===== config.mk =====
export PLATFORM = sky130hd
export DESIGN_NAME = ls_stage
export DESIGN_NICKNAME = d
export VERILOG_FILES = /design/src/rtl/ls_stage.sv
export SDC_FILE = /design/constraint.sdc
export NUM_CORES = 1
export LEC_CHECK = 0
export CORE_MARGIN = 2
export CORE_UTILIZATION = 35
export CTS_CLUSTER_DIAMETER = 50
export DETAILED_ROUTE_END_ITERATION = 8
export SLEW_MARGIN = 20
export SYNTH_ARGS = -nofsm -noshare
export SYNTH_HDL_FRONTEND = slang
export SYNTH_SLANG_ARGS = --single-unit

===== constraint.sdc =====
create_clock -name clk -period 5.85 [get_ports clk]
set_input_delay 1.755 -clock clk [delete_from_list [all_inputs] [get_ports clk]]
set_output_delay 1.755 -clock clk [all_outputs]
set_load 0.05 [all_outputs]

===== src/rtl/ls_stage.sv =====
// ls_stage: memory-access stage downstream of EX.
// Slot 0 performs one load/store at a time over a valid/ready data bus while
// the pipeline is stalled; every slot is then presented to the writeback regs.
// Build option: define NCPU_LSU_MISALIGN_EXC_EN to trap misaligned accesses
// instead of silently clearing the low address bits.

`ifndef NCPU_REG_AW
`define NCPU_REG_AW 5
`endif

module ls_stage #(
    parameter int  CONFIG_P_ISSUE_WIDTH = 1,
    parameter int  CONFIG_DW            = 64,
    parameter int  CONFIG_AW            = 64,
    localparam int IW                   = 1 << CONFIG_P_ISSUE_WIDTH,
    localparam int RAW                  = `NCPU_REG_AW
) (
    input  logic                    clk,
    input  logic                    rst,
    input  logic                    flush,
    input  logic [IW-1:0]           ls_valid,
    input  logic [CONFIG_DW*IW-1:0] ls_rf_dout,
    input  logic [RAW*IW-1:0]       ls_rf_waddr,
    input  logic [IW-1:0]           ls_rf_we,
    input  logic                    ls_lsu_load,
    input  logic                    ls_lsu_store,
    input  logic [1:0]              ls_lsu_size,
    input  logic                    ls_lsu_sext,
    input  logic [CONFIG_AW-1:0]    ls_lsu_addr,
    input  logic [CONFIG_DW-1:0]    ls_lsu_wdat,
    output logic                    stall_req,
    output logic                    dbus_req_valid,
    input  logic                    dbus_req_ready,
    output logic                    dbus_req_we,
    output logic [CONFIG_AW-1:0]    dbus_req_addr,
    output logic [CONFIG_DW-1:0]    dbus_req_wdat,
    output logic [7:0]              dbus_req_wmsk,
    input  logic                    dbus_resp_valid,
    input  logic [CONFIG_DW-1:0]    dbus_resp_rdat,
    input  logic                    dbus_resp_err,
    output logic [IW-1:0]           wb_valid,
    output logic [CONFIG_DW*IW-1:0] wb_rf_dout,
    output logic [RAW*IW-1:0]       wb_rf_waddr,
    output logic [IW-1:0]           wb_rf_we,
    output logic                    wb_exc_buserr,
    output logic                    wb_exc_misalign
);

    typedef enum logic [1:0] {IDLE, REQ, RESP, DRAIN} state_e;

    state_e                    state_q, state_d;
    logic [IW-1:0]             bnd_valid_q, bnd_valid_d;
    logic [CONFIG_DW*IW-1:0]   bnd_dout_q, bnd_dout_d;
    logic [RAW*IW-1:0]         bnd_waddr_q, bnd_waddr_d;
    logic [IW-1:0]             bnd_we_q, bnd_we_d;
    logic                      is_store_q, is_store_d;
    logic [1:0]                size_q, size_d;
    logic                      sext_q, sext_d;
    logic [2:0]                lane_q, lane_d;
    logic [CONFIG_AW-4:0]      addr_hi_q, addr_hi_d;
    logic [CONFIG_DW-1:0]      wdat_q, wdat_d;
    logic [7:0]                wmsk_q, wmsk_d;
    logic [IW-1:0]             wb_valid_q, wb_valid_d;
    logic [CONFIG_DW*IW-1:0]   wb_rf_dout_q, wb_rf_dout_d;
    logic [RAW*IW-1:0]         wb_rf_waddr_q, wb_rf_waddr_d;
    logic [IW-1:0]             wb_rf_we_q, wb_rf_we_d;
    logic                      wb_exc_buserr_q, wb_exc_buserr_d;
    logic                      wb_exc_misalign_q, wb_exc_misalign_d;

    logic [2:0]                size_lsb;
    logic [7:0]                size_bmsk;
    logic                      misaligned;
    logic [CONFIG_AW-1:0]      addr_eff;
    logic                      mem_op;
    logic                      start;
    logic                      misalign_hit;
    logic [CONFIG_DW-1:0]      wdat_sh;
    logic [7:0]                wmsk_sh;
    logic [CONFIG_DW-1:0]      rdat_sh;
    logic [CONFIG_DW-1:0]      load_res;

    // Decode access size into the address bits that must be zero and the byte-lane mask
    always_comb begin
        size_lsb  = 3'b000;
        size_bmsk = 8'h01;
        case (ls_lsu_size)
            2'd0:    begin size_lsb = 3'b000; size_bmsk = 8'h01; end
            2'd1:    begin size_lsb = 3'b001; size_bmsk = 8'h03; end
            2'd2:    begin size_lsb = 3'b011; size_bmsk = 8'h0F; end
            default: begin size_lsb = 3'b111; size_bmsk = 8'hFF; end
        endcase
    end

`ifdef NCPU_LSU_MISALIGN_EXC_EN
    assign misaligned = |(ls_lsu_addr[2:0] & size_lsb);
    assign addr_eff   = ls_lsu_addr;
`else
    assign misaligned = 1'b0;
    assign addr_eff   = {ls_lsu_addr[CONFIG_AW-1:3], ls_lsu_addr[2:0] & ~size_lsb};
`endif

    assign mem_op       = ls_valid[0] & (ls_lsu_load | ls_lsu_store);
    assign start        = mem_op & ~flush & ~misaligned;
    assign misalign_hit = mem_op & ~flush & misaligned;
    assign wdat_sh      = ls_lsu_wdat << {addr_eff[2:0], 3'b000};
    assign wmsk_sh      = size_bmsk << addr_eff[2:0];
    assign rdat_sh      = dbus_resp_rdat >> {lane_q, 3'b000};

    // Trim the lane-aligned read data to the access size and extend it
    always_comb begin
        load_res = rdat_sh;
        case (size_q)
            2'd0:    load_res = {{56{sext_q & rdat_sh[7]}},  rdat_sh[7:0]};
            2'd1:    load_res = {{48{sext_q & rdat_sh[15]}}, rdat_sh[15:0]};
            2'd2:    load_res = {{32{sext_q & rdat_sh[31]}}, rdat_sh[31:0]};
            default: load_res = rdat_sh;
        endcase
    end

    // Next-state, stall and writeback selection for the access FSM
    always_comb begin
        state_d           = state_q;
        bnd_valid_d       = bnd_valid_q;
        bnd_dout_d        = bnd_dout_q;
        bnd_waddr_d       = bnd_waddr_q;
        bnd_we_d          = bnd_we_q;
        is_store_d        = is_store_q;
        size_d            = size_q;
        sext_d            = sext_q;
        lane_d            = lane_q;
        addr_hi_d         = addr_hi_q;
        wdat_d            = wdat_q;
        wmsk_d            = wmsk_q;
        wb_valid_d        = '0;
        wb_rf_dout_d      = wb_rf_dout_q;
        wb_rf_waddr_d     = wb_rf_waddr_q;
        wb_rf_we_d        = wb_rf_we_q;
        wb_exc_buserr_d   = 1'b0;
        wb_exc_misalign_d = 1'b0;
        stall_req         = 1'b0;
        dbus_req_valid    = 1'b0;
        case (state_q)
            IDLE: begin
                if (start) begin
                    stall_req   = 1'b1;
                    bnd_valid_d = ls_valid;
                    bnd_dout_d  = ls_rf_dout;
                    bnd_waddr_d = ls_rf_waddr;
                    bnd_we_d    = ls_rf_we;
                    is_store_d  = ls_lsu_store;
                    size_d      = ls_lsu_size;
                    sext_d      = ls_lsu_sext;
                    lane_d      = addr_eff[2:0];
                    addr_hi_d   = addr_eff[CONFIG_AW-1:3];
                    wdat_d      = wdat_sh;
                    wmsk_d      = wmsk_sh;
                    state_d     = REQ;
                end else begin
                    wb_rf_dout_d  = ls_rf_dout;
                    wb_rf_waddr_d = ls_rf_waddr;
                    wb_rf_we_d    = ls_rf_we;
                    if (misalign_hit) begin
                        wb_valid_d[0]     = 1'b1;
                        wb_rf_we_d[0]     = 1'b0;
                        wb_exc_misalign_d = 1'b1;
                    end else if (!flush) begin
                        wb_valid_d = ls_valid;
                    end
                end
            end
            REQ: begin
                stall_req      = 1'b1;
                dbus_req_valid = 1'b1;
                if (flush) begin
                    state_d = dbus_req_ready ? DRAIN : IDLE;
                end else if (dbus_req_ready) begin
                    state_d = RESP;
                end
            end
            RESP: begin
                if (dbus_resp_valid) begin
                    state_d = IDLE;
                    if (!flush) begin
                        wb_valid_d    = bnd_valid_q;
                        wb_rf_dout_d  = bnd_dout_q;
                        wb_rf_waddr_d = bnd_waddr_q;
                        wb_rf_we_d    = bnd_we_q;
                        if (dbus_resp_err) begin
                            wb_valid_d      = '0;
                            wb_valid_d[0]   = 1'b1;
                            wb_rf_we_d[0]   = 1'b0;
                            wb_exc_buserr_d = 1'b1;
                        end else if (!is_store_q) begin
                            wb_rf_dout_d[CONFIG_DW-1:0] = load_res;
                        end
                    end
                end else begin
                    stall_req = 1'b1;
                    if (flush) begin
                        state_d = DRAIN;
                    end
                end
            end
            DRAIN: begin
                stall_req = 1'b1;
                if (dbus_resp_valid) begin
                    state_d = IDLE;
                end
            end
            default: state_d = IDLE;
        endcase
    end

    // State, captured bundle and writeback registers
    always_ff @(posedge clk or negedge rst) begin
        if (!rst) begin
            state_q           <= IDLE;
            bnd_valid_q       <= '0;
            bnd_dout_q        <= '0;
            bnd_waddr_q       <= '0;
            bnd_we_q          <= '0;
            is_store_q        <= 1'b0;
            size_q            <= 2'd0;
            sext_q            <= 1'b0;
            lane_q            <= 3'd0;
            addr_hi_q         <= '0;
            wdat_q            <= '0;
            wmsk_q            <= 8'h00;
            wb_valid_q        <= '0;
            wb_rf_dout_q      <= '0;
            wb_rf_waddr_q     <= '0;
            wb_rf_we_q        <= '0;
            wb_exc_buserr_q   <= 1'b0;
            wb_exc_misalign_q <= 1'b0;
        end else begin
            state_q           <= state_d;
            bnd_valid_q       <= bnd_valid_d;
            bnd_dout_q        <= bnd_dout_d;
            bnd_waddr_q       <= bnd_waddr_d;
            bnd_we_q          <= bnd_we_d;
            is_store_q        <= is_store_d;
            size_q            <= size_d;
            sext_q            <= sext_d;
            lane_q            <= lane_d;
            addr_hi_q         <= addr_hi_d;
            wdat_q            <= wdat_d;
            wmsk_q            <= wmsk_d;
            wb_valid_q        <= wb_valid_d;
            wb_rf_dout_q      <= wb_rf_dout_d;
            wb_rf_waddr_q     <= wb_rf_waddr_d;
            wb_rf_we_q        <= wb_rf_we_d;
            wb_exc_buserr_q   <= wb_exc_buserr_d;
            wb_exc_misalign_q <= wb_exc_misalign_d;
        end
    end

    assign dbus_req_we     = is_store_q;
    assign dbus_req_addr   = {addr_hi_q, 3'b000};
    assign dbus_req_wdat   = wdat_q;
    assign dbus_req_wmsk   = wmsk_q;
    assign wb_valid        = wb_valid_q;
    assign wb_rf_dout      = wb_rf_dout_q;
    assign wb_rf_waddr     = wb_rf_waddr_q;
    assign wb_rf_we        = wb_rf_we_q;
    assign wb_exc_buserr   = wb_exc_buserr_q;
    assign wb_exc_misalign = wb_exc_misalign_q;

endmodule


==> flow_summary.ini <==
[drt]
drt_wl_total_um = 83400
antenna_left = 0
viasPerCell = 5.34
drt_iter0_markers = 1565
via_count = 19900
first_pass_iters = 8
drc_errors = 0
routedWlPerCell_um = 22.3

[clock_network]
cts-root-buf = clkbuf_16
cts_setup_buffers = 0
cts-buffers-inserted = 56
cts.sinks = 427
cts_buffer_depth = 3
ctsResizeCount = 0
cts_htree_levels = 2
cts_tree = yes
insertion_delay_ns = 0.62
cts-hold-fix-buffers = 0
cts.clk_slew.worst_paths_ns = 0.05

[synth]
synth_area_per_cell_um2 = 8.92
syn-cell-area_um2 = 21100
synthCells = 2360
synth_common_cells = nand2_1 (922), dfrtp_1 (427), nor2_1 (119)
synth_top_area_frac = 0.508
ys_seq_elements = 427
synthFlopType = dfrtp_1
synth_area_leaders = dfrtp_1 (51%), nand2_1 (16%), mux2i_1 (5.4%)
synth_top_area_cell = dfrtp_1
ys_warn_count = 0
post-synth-top-count-cell = nand2_1
synth_edf_count = 0
ys_async_sr_fraction = 1.00
ys_seq_area_frac = 0.508
synth_cell_types = 65

[global_route]
grtUsageTotal = 0.261
antenna_found_initial = 25
grt_pass1_wl_um = 126000
grt.overflow.total = 0
grt_pass1_vias = 20100
grt_max_degree = 216

[timing]
fin_crit_sh = 0.867
grt_setup_unrepaired = no
clock.fmax_ghz = 0.197
worstMarginPinSlew_ns = 1.10
fin_tns_setup_ns = 0
setup_viol = 0
min_period_ns = 5.07
whs_ns = 0.467
hold_viol_final = 0
fin_skew_ns = 0.0306
slew_viol_final = 0
slew_headroom = 0.269

[floorplanning]
dieArea_um2 = 62100
die_w_um = 249
start_util = 0.355
fp.coreArea_um2 = 59200
num_rows = 89
fp.dieH_um = 249
io_pins = 628

[layout]
final_nets = 3245
multi_input_area_um2 = 9600
finalCoreUtilization = 0.505
syn_to_final_growth_pct = 42.1
fillers = 5496
regArea_um2 = 10700
stdcell_count = 3733
drive_above_1_share = 0.0765

[placed_design]
dp_hpwl_um = 57900
portBuffers = 623
place.gp.congestion = 0.886
numPlacedInstances = 3615

[worst_hold_path]
hp-class = flop to flop

[pwr]
power_leakage_nw = 13.1
peakVddDrop_mv = 0.444
pwr_density_cell_nw_per_um2 = 636

[critical_path]
start_kind = input port
path_max_fanout = 6
critPathArrivalTime_ns = 3.32
path_class = input port to primary output
crit_required_ns = 4.09
endpoint_kind = primary output

[run]
drv_cap = 0

[outcome]
status = finished, final reports clean
[final cells by class]
class | count | area share
multi-input cells | 1748 | 0.321
repair buffers | 663 | 0.222
clock inverters | 32 | 0.0144
inverters | 4 | 0.000502
diodes | 17 | 0.00142
well taps | 773 | 0.0323
flip-flops and latches | 427 | 0.357
clock buffers | 69 | 0.0505
[report_power, final]
| part | internal [W] | total [W] | switching, W |
|---|---|---|---|
| Sequential | 0.00443 | 0.00538 | 0.000949 |
| Clock | 0.00217 | 0.00359 | 0.00143 |
| Combinational | 0.00335 | 0.0101 | 0.00671 |
| Total | 0.00994 | 0.0190 | 0.00909 |
[cell families (layout without fill, tap and decap cells)]
kind of cell | Yosys count | in the layout | synth area share
mux | 144 | 144 | 0.0744
flops | 427 | 427 | 0.508
simple gates | 1171 | 1171 | 0.225
buf+inv | 188 | 768 | 0.0393
other cells | 1 | 21 | 0.000178
compound gates | 429 | 429 | 0.154
[metrics by stage]
step	power [W]	setup WS, ns	instance area [um2]
CTS	0.0192	0.777	29900
finish	0.0190	0.776	29900
global route	0.0200	0.713	29900
detailed placement	0.0155	0.781	27900
global placement	0.0153	0.785	27900
floorplan	0.0118	1.32	21100
[registers in the layout (all words and copies together) (netlist names)]
register	count
wb_exc_buserr	1
addr_hi_q	61
wb_rf_dout	128
wb_valid	2
state_q	2
bnd_we_q	2
bnd_valid_q	2
dbus_req_wmsk	8
bnd_dout_q	128
bnd_waddr_q	10
lane_q	3
dbus_req_we	1
wb_rf_waddr	10
dbus_req_wdat	64
wb_rf_we	2
sext_q	1
size_q	2
[worst max-delay path, cell delays in order]
cell,delay (ns)
clkdlybuf4s50_1,0.42
or2_4,0.32
a311oi_4,0.30
buf_4,0.20
a21oi_1,0.09
buf_4,0.22
[final timing paths]
kind / start / to / slack (ns) / cells after the start
max: ls_lsu_store / stall_req / 0.78 / 6
min: bnd_dout_q[23]$_DFFE_PN0P_ / bnd_dout_q[23]$_DFFE_PN0P_ / 0.47 / 2
max reg2reg: lane_q[1]$_DFFE_PN0P_ / wb_rf_dout[33]$_DFFE_PN0P_ / 2.51 / 8
min reg2reg: bnd_dout_q[23]$_DFFE_PN0P_ / bnd_dout_q[23]$_DFFE_PN0P_ / 0.47 / 2
max in group asynchronous: rst / bnd_dout_q[11]$_DFFE_PN0P_ / 3.49 / 2
min in group asynchronous: rst / bnd_waddr_q[6]$_DFFE_PN0P_ / 1.22 / 1
[layout by cell type, fill, tap and decap left out, types with 9 or more instances in the layout]
| master | instances |
|---|---|
| a22o_1 | 16 |
| clkdlybuf4s50_1 | 621 |
| a221o_1 | 16 |
| a21oi_1 | 58 |
| diode_2 | 17 |
| o21a_1 | 15 |
| nand3_1 | 52 |
| inv_6 | 9 |
| o221ai_1 | 47 |
| dfrtp_1 | 424 |
| o22ai_1 | 17 |
| clkbuf_16 | 56 |
| nand2_1 | 922 |
| a22oi_2 | 30 |
| a211oi_1 | 17 |
| nor2b_1 | 30 |
| nor2_1 | 115 |
| o21ai_0 | 39 |
| mux2_2 | 21 |
| a22oi_1 | 33 |
| a31oi_1 | 76 |
| buf_4 | 32 |
| mux2i_1 | 113 |
| o31ai_1 | 27 |
| buf_12 | 9 |
[routing by layer]
metal / part of all wire / up-vias / GRT usage / routed length [um]
li1: - / 9175 / - / -
met1: 0.41 / 9797 / 0.331 / 33900
met2: 0.48 / 784 / 0.422 / 39900
met3: 0.078 / 164 / 0.0696 / 6470
met4: 0.036 / 18 / 0.106 / 2970
met5: 0.0016 / - / 0 / 132
(Power assumes the default switching activity.)
